===== src/rtl/decode_modrm_fetch.sv =====
// Collects ModR/M, optional SIB and 0/1/2/4 displacement bytes into one registered record.
// Define DECODE_MODRM_FETCH_ADDR16_EN to support 16-bit addressing; otherwise 32-bit is forced.
module decode_modrm_fetch (
  input  logic        clock,
  input  logic        reset,
  input  logic        start,
  input  logic        address_size_32,
  input  logic        flush,
  input  logic        byte_valid,
  input  logic [7:0]  byte_data,
  output logic        byte_ready,
  output logic        busy,
  output logic        out_valid,
  input  logic        out_ready,
  output logic [7:0]  modrm,
  output logic [7:0]  sib,
  output logic        sib_is_present,
  output logic [31:0] displacement,
  output logic [1:0]  disp_size,
  output logic [2:0]  bytes_consumed
);

  typedef enum logic [2:0] {StIdle, StModrm, StSib, StDisp, StHold} state_e;

  state_e      state;
  logic [2:0]  remaining;
  logic [1:0]  byte_idx;
  logic        addr32;
  logic        transfer;
  logic [2:0]  modrm_len;
  logic [2:0]  sib_len;

`ifdef DECODE_MODRM_FETCH_ADDR16_EN
  logic addr32_q;
  assign addr32 = addr32_q;
`else
  logic unused_address_size_32;
  assign unused_address_size_32 = address_size_32;
  assign addr32 = 1'b1;
`endif

  // Displacement length implied by a ModR/M byte when no SIB follows.
  function automatic logic [2:0] calc_modrm_len(input logic [7:0] m, input logic a32);
    logic [2:0] len;
    len = 3'd0;
    if (a32) begin
      if (m[7:6] == 2'b00 && m[2:0] == 3'b101) len = 3'd4;
      else if (m[7:6] == 2'b01)                len = 3'd1;
      else if (m[7:6] == 2'b10)                len = 3'd4;
    end
`ifdef DECODE_MODRM_FETCH_ADDR16_EN
    else begin
      if (m[7:6] == 2'b00 && m[2:0] == 3'b110) len = 3'd2;
      else if (m[7:6] == 2'b01)                len = 3'd1;
      else if (m[7:6] == 2'b10)                len = 3'd2;
    end
`endif
    return len;
  endfunction

  function automatic logic [2:0] calc_sib_len(input logic [1:0] mod, input logic [2:0] base);
    logic [2:0] len;
    len = 3'd0;
    if (mod == 2'b00 && base == 3'b101) len = 3'd4;
    else if (mod == 2'b01)              len = 3'd1;
    else if (mod == 2'b10)              len = 3'd4;
    return len;
  endfunction

  function automatic logic [1:0] size_code(input logic [2:0] len);
    logic [1:0] code;
    code = 2'b00;
    if (len == 3'd1)      code = 2'b01;
    else if (len == 3'd2) code = 2'b10;
    else if (len == 3'd4) code = 2'b11;
    return code;
  endfunction

  assign byte_ready = (state == StModrm || state == StSib || state == StDisp) && !flush;
  assign transfer   = byte_valid && byte_ready;
  assign modrm_len  = calc_modrm_len(byte_data, addr32);
  assign sib_len    = calc_sib_len(modrm[7:6], byte_data[2:0]);

  always_ff @(posedge clock or posedge reset) begin
    if (reset) begin
      state          <= StIdle;
      busy           <= 1'b0;
      out_valid      <= 1'b0;
      modrm          <= 8'h00;
      sib            <= 8'h00;
      sib_is_present <= 1'b0;
      displacement   <= 32'h0;
      disp_size      <= 2'b00;
      bytes_consumed <= 3'd0;
      remaining      <= 3'd0;
      byte_idx       <= 2'd0;
`ifdef DECODE_MODRM_FETCH_ADDR16_EN
      addr32_q       <= 1'b0;
`endif
    end else if (flush) begin
      state          <= StIdle;
      busy           <= 1'b0;
      out_valid      <= 1'b0;
      modrm          <= 8'h00;
      sib            <= 8'h00;
      sib_is_present <= 1'b0;
      displacement   <= 32'h0;
      disp_size      <= 2'b00;
      bytes_consumed <= 3'd0;
      remaining      <= 3'd0;
      byte_idx       <= 2'd0;
    end else begin
      case (state)
        StIdle: begin
          if (start) begin
            state          <= StModrm;
            busy           <= 1'b1;
            modrm          <= 8'h00;
            sib            <= 8'h00;
            sib_is_present <= 1'b0;
            displacement   <= 32'h0;
            disp_size      <= 2'b00;
            bytes_consumed <= 3'd0;
            remaining      <= 3'd0;
            byte_idx       <= 2'd0;
`ifdef DECODE_MODRM_FETCH_ADDR16_EN
            addr32_q       <= address_size_32;
`endif
          end
        end
        StModrm: begin
          if (transfer) begin
            modrm          <= byte_data;
            bytes_consumed <= bytes_consumed + 3'd1;
            if (addr32 && byte_data[7:6] != 2'b11 && byte_data[2:0] == 3'b100) begin
              state <= StSib;
            end else begin
              disp_size <= size_code(modrm_len);
              remaining <= modrm_len;
              state     <= (modrm_len != 3'd0) ? StDisp : StHold;
              out_valid <= (modrm_len == 3'd0);
            end
          end
        end
        StSib: begin
          if (transfer) begin
            sib            <= byte_data;
            sib_is_present <= 1'b1;
            bytes_consumed <= bytes_consumed + 3'd1;
            disp_size      <= size_code(sib_len);
            remaining      <= sib_len;
            state          <= (sib_len != 3'd0) ? StDisp : StHold;
            out_valid      <= (sib_len == 3'd0);
          end
        end
        StDisp: begin
          if (transfer) begin
            bytes_consumed <= bytes_consumed + 3'd1;
            if (remaining == 3'd1) begin
              // Short displacements end on their top byte, so sign-extend from it.
              case (disp_size)
                2'b01:   displacement <= {{24{byte_data[7]}}, byte_data};
                2'b10:   displacement <= {{16{byte_data[7]}}, byte_data, displacement[7:0]};
                default: displacement[{byte_idx, 3'b000} +: 8] <= byte_data;
              endcase
              state     <= StHold;
              out_valid <= 1'b1;
            end else begin
              displacement[{byte_idx, 3'b000} +: 8] <= byte_data;
              remaining <= remaining - 3'd1;
              byte_idx  <= byte_idx + 2'd1;
            end
          end
        end
        StHold: begin
          if (out_ready) begin
            state     <= StIdle;
            busy      <= 1'b0;
            out_valid <= 1'b0;
          end
        end
        default: state <= StIdle;
      endcase
    end
  end

endmodule


===== config.mk =====
export PLATFORM = sky130hd
export DESIGN_NAME = decode_modrm_fetch
export DESIGN_NICKNAME = d
export VERILOG_FILES = /design/src/rtl/decode_modrm_fetch.sv
export SDC_FILE = /design/constraint.sdc
export NUM_CORES = 1
export LEC_CHECK = 0
export ABC_AREA = 1
export BUFFER_PORTS_ARGS = -buffer_cell sky130_fd_sc_hd__buf_2
export CORE_UTILIZATION = 30
export CTS_CLUSTER_DIAMETER = 80
export DETAILED_ROUTE_END_ITERATION = 16
export PLACE_DENSITY = 0.49
export SLEW_MARGIN = 20
export SYNTH_ARGS = -nofsm -noshare
export SYNTH_HDL_FRONTEND = slang
export SYNTH_SLANG_ARGS = --single-unit
export TNS_END_PERCENT = 10

===== constraint.sdc =====
create_clock -name clock -period 1.9 [get_ports clock]
set_input_delay 0.095 -clock clock [delete_from_list [all_inputs] [get_ports clock]]
set_output_delay 0.095 -clock clock [all_outputs]
set_load 0.05 [all_outputs]

; Yosys cells after proc, flatten, opt, wreduce, memory -nomap -nowiden
; Cells that the tools add are included.
[op_classes]
n_addsub = 4
eq_ne = 30
shifts = 2
n_mux = 72
reduce_logical = 35
[ops]
columns = cell, count
row1 = two-way mux 32 bit, 4
row2 = one-hot mux 32 bit (2 select lines), 2
row3 = two-way mux 3 bit, 25
row4 = bitwise mux 32 bit, 1
row5 = two-way mux 8 bit, 4
row6 = one-hot mux 8 bit (2 select lines), 2
row7 = "variable shift 8 x 7 -> 32 bit, first input constant", 1
row8 = variable part select 8 x 7 -> 32 bit, 1
row9 = two-way mux 2 bit, 14
row10 = "inequality test 3 bit, second input constant", 7
row11 = nonzero test 3 bit, 7
row12 = "equality test 3 bit, second input constant", 5
row13 = one-hot mux 3 bit (5 select lines), 1
row14 = AND reduction 3 bit, 5
row15 = AND reduction 7 bit, 2
row16 = "equality test 3 x 1 -> 1 bit, second input constant", 4
row17 = "equality test 3 x 2 -> 1 bit, second input constant", 4
row18 = two-way mux 1 bit, 12
row19 = one-hot mux 3 bit (4 select lines), 1
row20 = nonzero test 5 bit, 2
row21 = logical NOT 3 bit, 3
row22 = AND reduction 4 bit, 2
row23 = negator 5 -> 7 bit, 1
row24 = "equality test 2 x 1 -> 1 bit, second input constant", 3
row25 = other kinds (21), 30
[totals]
reg_bits = 64
input_bits = 15
wordCells = 155

; Logic depth before layout (Yosys ltp)
[logic_depth]
word_depth = 12
ltp_mapped = 11
mapped_depth_nobuf = 11

; Least setup slack after synthesis
; OpenSTA, ideal clock, no wires.
[synth_timing]
path_kind = reg2reg
startpoint = reg disp_size[0]
endpoint = reg displacement[16]
setup_time_ns = 0.118
arrival_ns = 1.824
t_required_ns = 1.782
path_slack_ns = -0.042
path_stages_with_launch = 9
path_cell_list = dfrtp_1 > inv_1 > ha_1 > clkbuf_1 > o21ai_0 > a21oi_4 > buf_4 > nand3_1 > nand2_1
[synth_between]
elab_chain_len = 6
word_cells_on_any_way = 7
cone_classes = eq/ne (2) / mux (5)
[synth_rtl]
columns = item, line
row1 = "start, declared", 19  ; output logic [1:0] disp_size,
row2 = "start signal, assigned", 138  ; disp_size <= size_code(modrm_len);
row3 = "start signal, assigned", 150  ; disp_size <= size_code(sib_len);
row4 = equality test 2 bit or equality test 2 x 1 -> 1 bit (tied branches), 161  ; case (disp_size)
row5 = one-hot mux 32 bit (2 select lines) *, 161
row6 = two-way mux 32 bit *, 159  ; if (remaining == 3'd1) begin
row7 = two-way mux 32 bit *, 157  ; if (transfer) begin
row8 = one-hot mux 32 bit (2 select lines) *, 113  ; case (state)
row9 = two-way mux 32 bit *, 100  ; end else if (flush) begin
row10 = "end signal, assigned", 162  ; 2'b01: displacement <= {{24{byte_data[7]}}, byte_data};
row11 = "end signal, assigned", 163  ; 2'b10: displacement <= {{16{byte_data[7]}}, byte_data, displacement[7:0]};
row12 = "end signal, assigned by index", 164  ; default: displacement[{byte_idx, 3'b000} +: 8] <= byte_data;
row13 = "end, declared", 18  ; output logic [31:0] displacement,
; Mark *: on every way between the ends. The rest lies on a longest branch, timed or not. The select of a mux whose other input is x is not followed.
; A chain may end at the register's enable or synchronous reset.

; Worst setup path in the final report
[layout_timing]
startpoint = reg state[0]
endpoint = out byte_ready
[layout_between]
elab_chain_len = 4
word_cells_on_any_way = 6
cone_classes = eq/ne (3) / reduce/logical (3)
[layout_rtl]
columns = item, line
row1 = "start, declared", 25  ; state_e state;
row2 = "start signal, assigned", 86  ; state <= StIdle;
row3 = "start signal, assigned", 101  ; state <= StIdle;
row4 = "start signal, assigned", 116  ; state <= StModrm;
row5 = equality test 3 x 1 -> 1 bit or equality test 3 x 2 -> 1 bit (tied branches), 79  ; assign byte_ready = (state == StModrm || state == StSib || state == StDisp) && !flush;
row6 = logical OR 1 bit, 79
row7 = logical OR 1 bit *, 79
row8 = logical AND 1 bit *, 79
row9 = "end, declared", 11  ; output logic byte_ready,
; Mark *: on every way between the ends. The rest lies on a longest branch, timed or not.

==> impl_results.html <==
<table>
<tr><th>Metric</th><th>Value</th></tr>
<tr><th colspan="2">Critical path</th></tr>
<tr><td>Arr. time, crit path</td><td>1.65 ns</td></tr>
<tr><td>Slowest cell on the critical path</td><td>sky130_fd_sc_hd__dfrtp_1</td></tr>
<tr><td>Capturing element type of the critical path</td><td>output pin</td></tr>
<tr><td>CP max stage delay</td><td>0.54 ns</td></tr>
<tr><td>Crit Path Class</td><td>reg -&gt; out</td></tr>
<tr><td>Startpoint kind of the worst setup timing path</td><td>flip-flop</td></tr>
<tr><td>Data required time of the critical path</td><td>1.80 ns</td></tr>
<tr><td>Series of cell instances along the critical path</td><td>nor2_2 -&gt; nor2_1 -&gt; nand2_1 -&gt; inv_1 -&gt; buf_2</td></tr>
<tr><td>Maximum net fanout on the critical path</td><td>9</td></tr>
<tr><th colspan="2">Synthesis</th></tr>
<tr><td>Flip-flop and latch count after synthesis</td><td>64</td></tr>
<tr><td>Synth Warn #</td><td>0</td></tr>
<tr><td>Most frequent cell after synthesis</td><td>sky130_fd_sc_hd__nand2_1</td></tr>
<tr><td>Post-synthesis instance total</td><td>~560</td></tr>
<tr><td>Share of the yosys chip area belonging to registers</td><td>0.392</td></tr>
<tr><td>Cells taking the most area after synthesis</td><td>sky130_fd_sc_hd__dfrtp_1, sky130_fd_sc_hd__nand2_1, sky130_fd_sc_hd__nand3_1</td></tr>
<tr><td>Number of enable flip-flop cells after synthesis</td><td>0</td></tr>
<tr><td>Cell types with the highest counts after synthesis</td><td>sky130_fd_sc_hd__nand2_1, sky130_fd_sc_hd__nand3_1, sky130_fd_sc_hd__dfrtp_1</td></tr>
<tr><td>Post-Synthesis Cell Area</td><td>about 0.0041 mm^2</td></tr>
<tr><td>Net count after synthesis</td><td>593</td></tr>
<tr><td>Async set-reset flop share out of synthesis</td><td>1.00</td></tr>
<tr><td>Top FF cell, synth</td><td>sky130_fd_sc_hd__dfrtp_1</td></tr>
<tr><td>Number of different library cells in the post-synthesis netlist</td><td>36</td></tr>
<tr><td>Top-area cell type share of the netlist area</td><td>0.392</td></tr>
<tr><td>Top cell type by total area after synthesis</td><td>sky130_fd_sc_hd__dfrtp_1</td></tr>
<tr><td>Mapped Avg Cell Area</td><td>7.24 um^2</td></tr>
<tr><th colspan="2">Floorplan</th></tr>
<tr><td>Die Height</td><td>119 um</td></tr>
<tr><td>Initial Utilization</td><td>0.308</td></tr>
<tr><td>Width of the die</td><td>119 um</td></tr>
<tr><td>Die area</td><td>0.0141 mm^2</td></tr>
<tr><td>Core ar.</td><td>0.0132 mm^2</td></tr>
<tr><td>Top-Level Pins</td><td>72</td></tr>
<tr><td>Number of rows in the core area</td><td>between 40 and 50</td></tr>
<tr><th colspan="2">Detailed routing</th></tr>
<tr><td>Vias</td><td>around 4100</td></tr>
<tr><td>1st-pass router iterations</td><td>5</td></tr>
<tr><td>DR DRC count</td><td>0</td></tr>
<tr><td>Routed wire length per instance</td><td>14.6 um</td></tr>
<tr><td>DRT antenna net count</td><td>0</td></tr>
<tr><td>DRC marker count from the first detailed-route iteration</td><td>240</td></tr>
<tr><td>Via density</td><td>4.93</td></tr>
<tr><td>Wire length reported by the detailed router</td><td>12000 um</td></tr>
<tr><th colspan="2">Clock network</th></tr>
<tr><td># H-tree levels</td><td>3</td></tr>
<tr><td>Inserted Clock Buffers</td><td>9</td></tr>
<tr><td>Clock root buffer</td><td>sky130_fd_sc_hd__clkbuf_16</td></tr>
<tr><td># clock sinks</td><td>between 60 and 70</td></tr>
<tr><td>Clock tree from TritonCTS</td><td>done</td></tr>
<tr><td>Clock-pin transition on the worst setup and hold timing paths</td><td>0.05 ns</td></tr>
<tr><td>Clock latency reported for the late side of the worst-skew pair</td><td>0.34 ns</td></tr>
<tr><td>Clock buffer depth</td><td>2</td></tr>
<tr><th colspan="2">Finish</th></tr>
<tr><td>Number of fill cells</td><td>1414</td></tr>
<tr><td>Area added between synthesis and finish</td><td>22.0%</td></tr>
<tr><td>Layout Cells excl Fill</td><td>822</td></tr>
<tr><td>Final nets</td><td>671</td></tr>
<tr><td>Antenna diode instance count</td><td>0</td></tr>
<tr><td>Share of layout cells above drive strength 1</td><td>0.215</td></tr>
<tr><th colspan="2">Global route</th></tr>
<tr><td>Via count of the first global-routing pass</td><td>around 3900</td></tr>
<tr><td>GRT Total Usage</td><td>0.178</td></tr>
<tr><td>First-pass GRT wire length</td><td>19700 um</td></tr>
<tr><td>Number of antenna violations at the first check in global routing</td><td>0</td></tr>
<tr><td>Overflow after GRT</td><td>0</td></tr>
<tr><td>Largest net degree at the start of global routing</td><td>43</td></tr>
<tr><th colspan="2">Worst hold path</th></tr>
<tr><td>Kind of path behind the tightest hold check</td><td>in -&gt; reg</td></tr>
<tr><th colspan="2">Timing</th></tr>
<tr><td>Number of endpoints failing setup at the final stage</td><td>0</td></tr>
<tr><td>Portion of the clock cycle consumed by the worst path in the final layout</td><td>0.916</td></tr>
<tr><td>Worst slew margin relative to its limit</td><td>0.655</td></tr>
<tr><td>Final hold violations</td><td>0</td></tr>
<tr><td>Worst-case clock skew</td><td>approximately 0.0065 ns</td></tr>
<tr><td>Worst Tran Pin Value</td><td>0.517 ns</td></tr>
<tr><td>Number of max-slew violations in the final report</td><td>0</td></tr>
<tr><td>RSZ-0062 raised after global routing</td><td>false</td></tr>
<tr><td>Highest attainable clock frequency</td><td>574 MHz</td></tr>
<tr><td>Setup total negative slack</td><td>0 ns</td></tr>
<tr><td>Min Tclk post-route</td><td>~1.7 ns</td></tr>
<tr><th colspan="2">Power</th></tr>
<tr><td>Clk pwr share</td><td>0.292</td></tr>
<tr><td>Worst vdd ir</td><td>507 uV</td></tr>
<tr><td>Switch share</td><td>0.438</td></tr>
<tr><td>Sequential cell fraction of total power</td><td>0.318</td></tr>
<tr><td>Total power per unit cell area</td><td>1030 mW/mm^2</td></tr>
<tr><td>Combinational cell fraction of total power</td><td>0.391</td></tr>
<tr><td>Pint</td><td>2.89 mW</td></tr>
<tr><td>Reported net switching power</td><td>2.25 mW</td></tr>
<tr><td>Static Leak</td><td>2.75 nW</td></tr>
<tr><th colspan="2">Status</th></tr>
<tr><td>Status</td><td>finished, final reports clean</td></tr>
<tr><th colspan="2">Placed design</th></tr>
<tr><td>Instance count after placement with tap cells included</td><td>806</td></tr>
<tr><td>Half-perimeter wire length after placement</td><td>just under 9000 um</td></tr>
<tr><td>Quantity of I/O buffers inserted on ports</td><td>70</td></tr>
<tr><td>Placer's final routability congestion estimate</td><td>0.804</td></tr>
<tr><th colspan="2">Run</th></tr>
<tr><td>Reported max-cap violation count</td><td>0</td></tr>
</table>
layout by cell type (no fill, tap or decap), types with 3 or more instances in the layout:
master	netlist	final
sky130_fd_sc_hd__buf_2	2	70
sky130_fd_sc_hd__ha_1	14	14
sky130_fd_sc_hd__inv_2	6	8
sky130_fd_sc_hd__o21ai_0	37	37
sky130_fd_sc_hd__nand2_1	195	194
sky130_fd_sc_hd__clkbuf_16	0	9
sky130_fd_sc_hd__buf_4	7	15
sky130_fd_sc_hd__dfrtp_1	64	62
sky130_fd_sc_hd__nand2_2	4	5
sky130_fd_sc_hd__nand3b_1	7	7
sky130_fd_sc_hd__nor2_2	4	5
sky130_fd_sc_hd__clkinv_2	1	5
sky130_fd_sc_hd__nand4_1	22	22
sky130_fd_sc_hd__buf_12	0	3
sky130_fd_sc_hd__inv_1	40	38
sky130_fd_sc_hd__nand3_1	75	75
sky130_fd_sc_hd__a21oi_1	4	4
sky130_fd_sc_hd__nor2_1	36	35
sky130_fd_sc_hd__o211ai_1	8	8
sky130_fd_sc_hd__nand3_2	3	3
sky130_fd_sc_hd__nand2_4	3	3
timing repair:
item / in CTS / in global routing
setup buffers: 0 / 0
endpoints found under the setup margin: 0 / 3
hold endpoints to repair: 22 / 0
hold buffers: 1 / 0
resized for setup: 0 / 2
routing by layer:
layer | wire (um) | up-vias | GRT usage
met5 | 0 | - | 0
met1 | 5930 | 1914 | 0.247
met4 | 240 | 0 | 0.0617
met3 | 592 | 15 | 0.0430
met2 | 5220 | 116 | 0.270
li1 | - | 2009 | -
logic make-up (layout without fill, tap and decap cells):
group | count (synthesis) | in the layout | share of synthesized area
compound gates | 57 | 57 | 0.0818
xor+xnor | 2 | 2 | 0.00429
buf+inv | 72 | 154 | 0.0785
simple gates | 355 | 355 | 0.400
flops | 64 | 64 | 0.392
fa+ha+maj | 14 | 14 | 0.0429
critical path, delay by kind of cell, from the launching register on:
family,cells,cell delay [ns]
simple gates,3,0.35
buf+inv,2,0.41
flops,1,0.54
state kept, by name (all words and copies together) (netlist names):
signal / flops
remaining: 3
bytes_consumed: 3
state: 3
out_valid: 1
disp_size: 2
sib: 8
sib_is_present: 1
displacement: 32
byte_idx: 2
busy: 1
modrm: 8
through the flow:
| stage | utilization | total power [mW] | setup WS, ns | hold WS (ns) | area [um^2] |
|---|---|---|---|---|---|
| after floorplan | - | 3.19 | 0.0215 | 0.233 | 4090 |
| after global placement | 0.355 | 3.65 | 0.222 | 0.169 | 4700 |
| after detailed placement | 0.355 | 3.67 | 0.210 | 0.177 | 4700 |
| after CTS | 0.376 | 5.19 | 0.132 | 0.0684 | 4980 |
| after global routing | 0.376 | 5.48 | 0.00706 | 0.0758 | 4980 |
| final | 0.376 | 5.14 | 0.159 | 0.0721 | 4980 |
layout make-up:
type | count | area [um^2] | share of cell area
flip-flops and latches | 64 | 1600 | 0.322
repair buffers | 89 | 533 | 0.107
multi-input cells | 428 | 2170 | 0.435
inverters | 50 | 194 | 0.0389
clock buffers | 9 | 225 | 0.0452
clock inverters | 6 | 37.5 | 0.00754
well taps | 176 | 220 | 0.0442
worst paths after layout:
check                                           endpoint                      from  cells past startpoint  slack (ns)
max                                           byte_ready      state[0]$_DFFE_PP0P_                      5        0.16
min                        bytes_consumed[1]$_DFFE_PP0P_                byte_valid                      3        0.07
max reg2reg                  displacement[8]$_DFFE_PP0P_  remaining[1]$_DFFE_PP0P_                     11        0.21
min reg2reg                           sib[5]$_DFFE_PP0P_        sib[5]$_DFFE_PP0P_                      2        0.48
max in group asynchronous       disp_size[1]$_DFFE_PP0P_                     reset                      4        0.94
min in group asynchronous   displacement[25]$_DFFE_PP0P_                     reset                      3        0.34
power by group through the flow:
| stage | clock, mW | combinational, mW | sequential (mW) |
|---|---|---|---|
| 6_report | 1.50 | 2.01 | 1.63 |
| 4_1_cts | 1.54 | 2.02 | 1.63 |
| 2_1_floorplan | 0 | 1.21 | 1.98 |
| 3_5_place_dp | 0 | 2.01 | 1.65 |
| 5_1_grt | 1.61 | 2.22 | 1.65 |
| 3_3_place_gp | 0 | 2.00 | 1.65 |
Note: power is estimated with default switching activity, not from simulation.
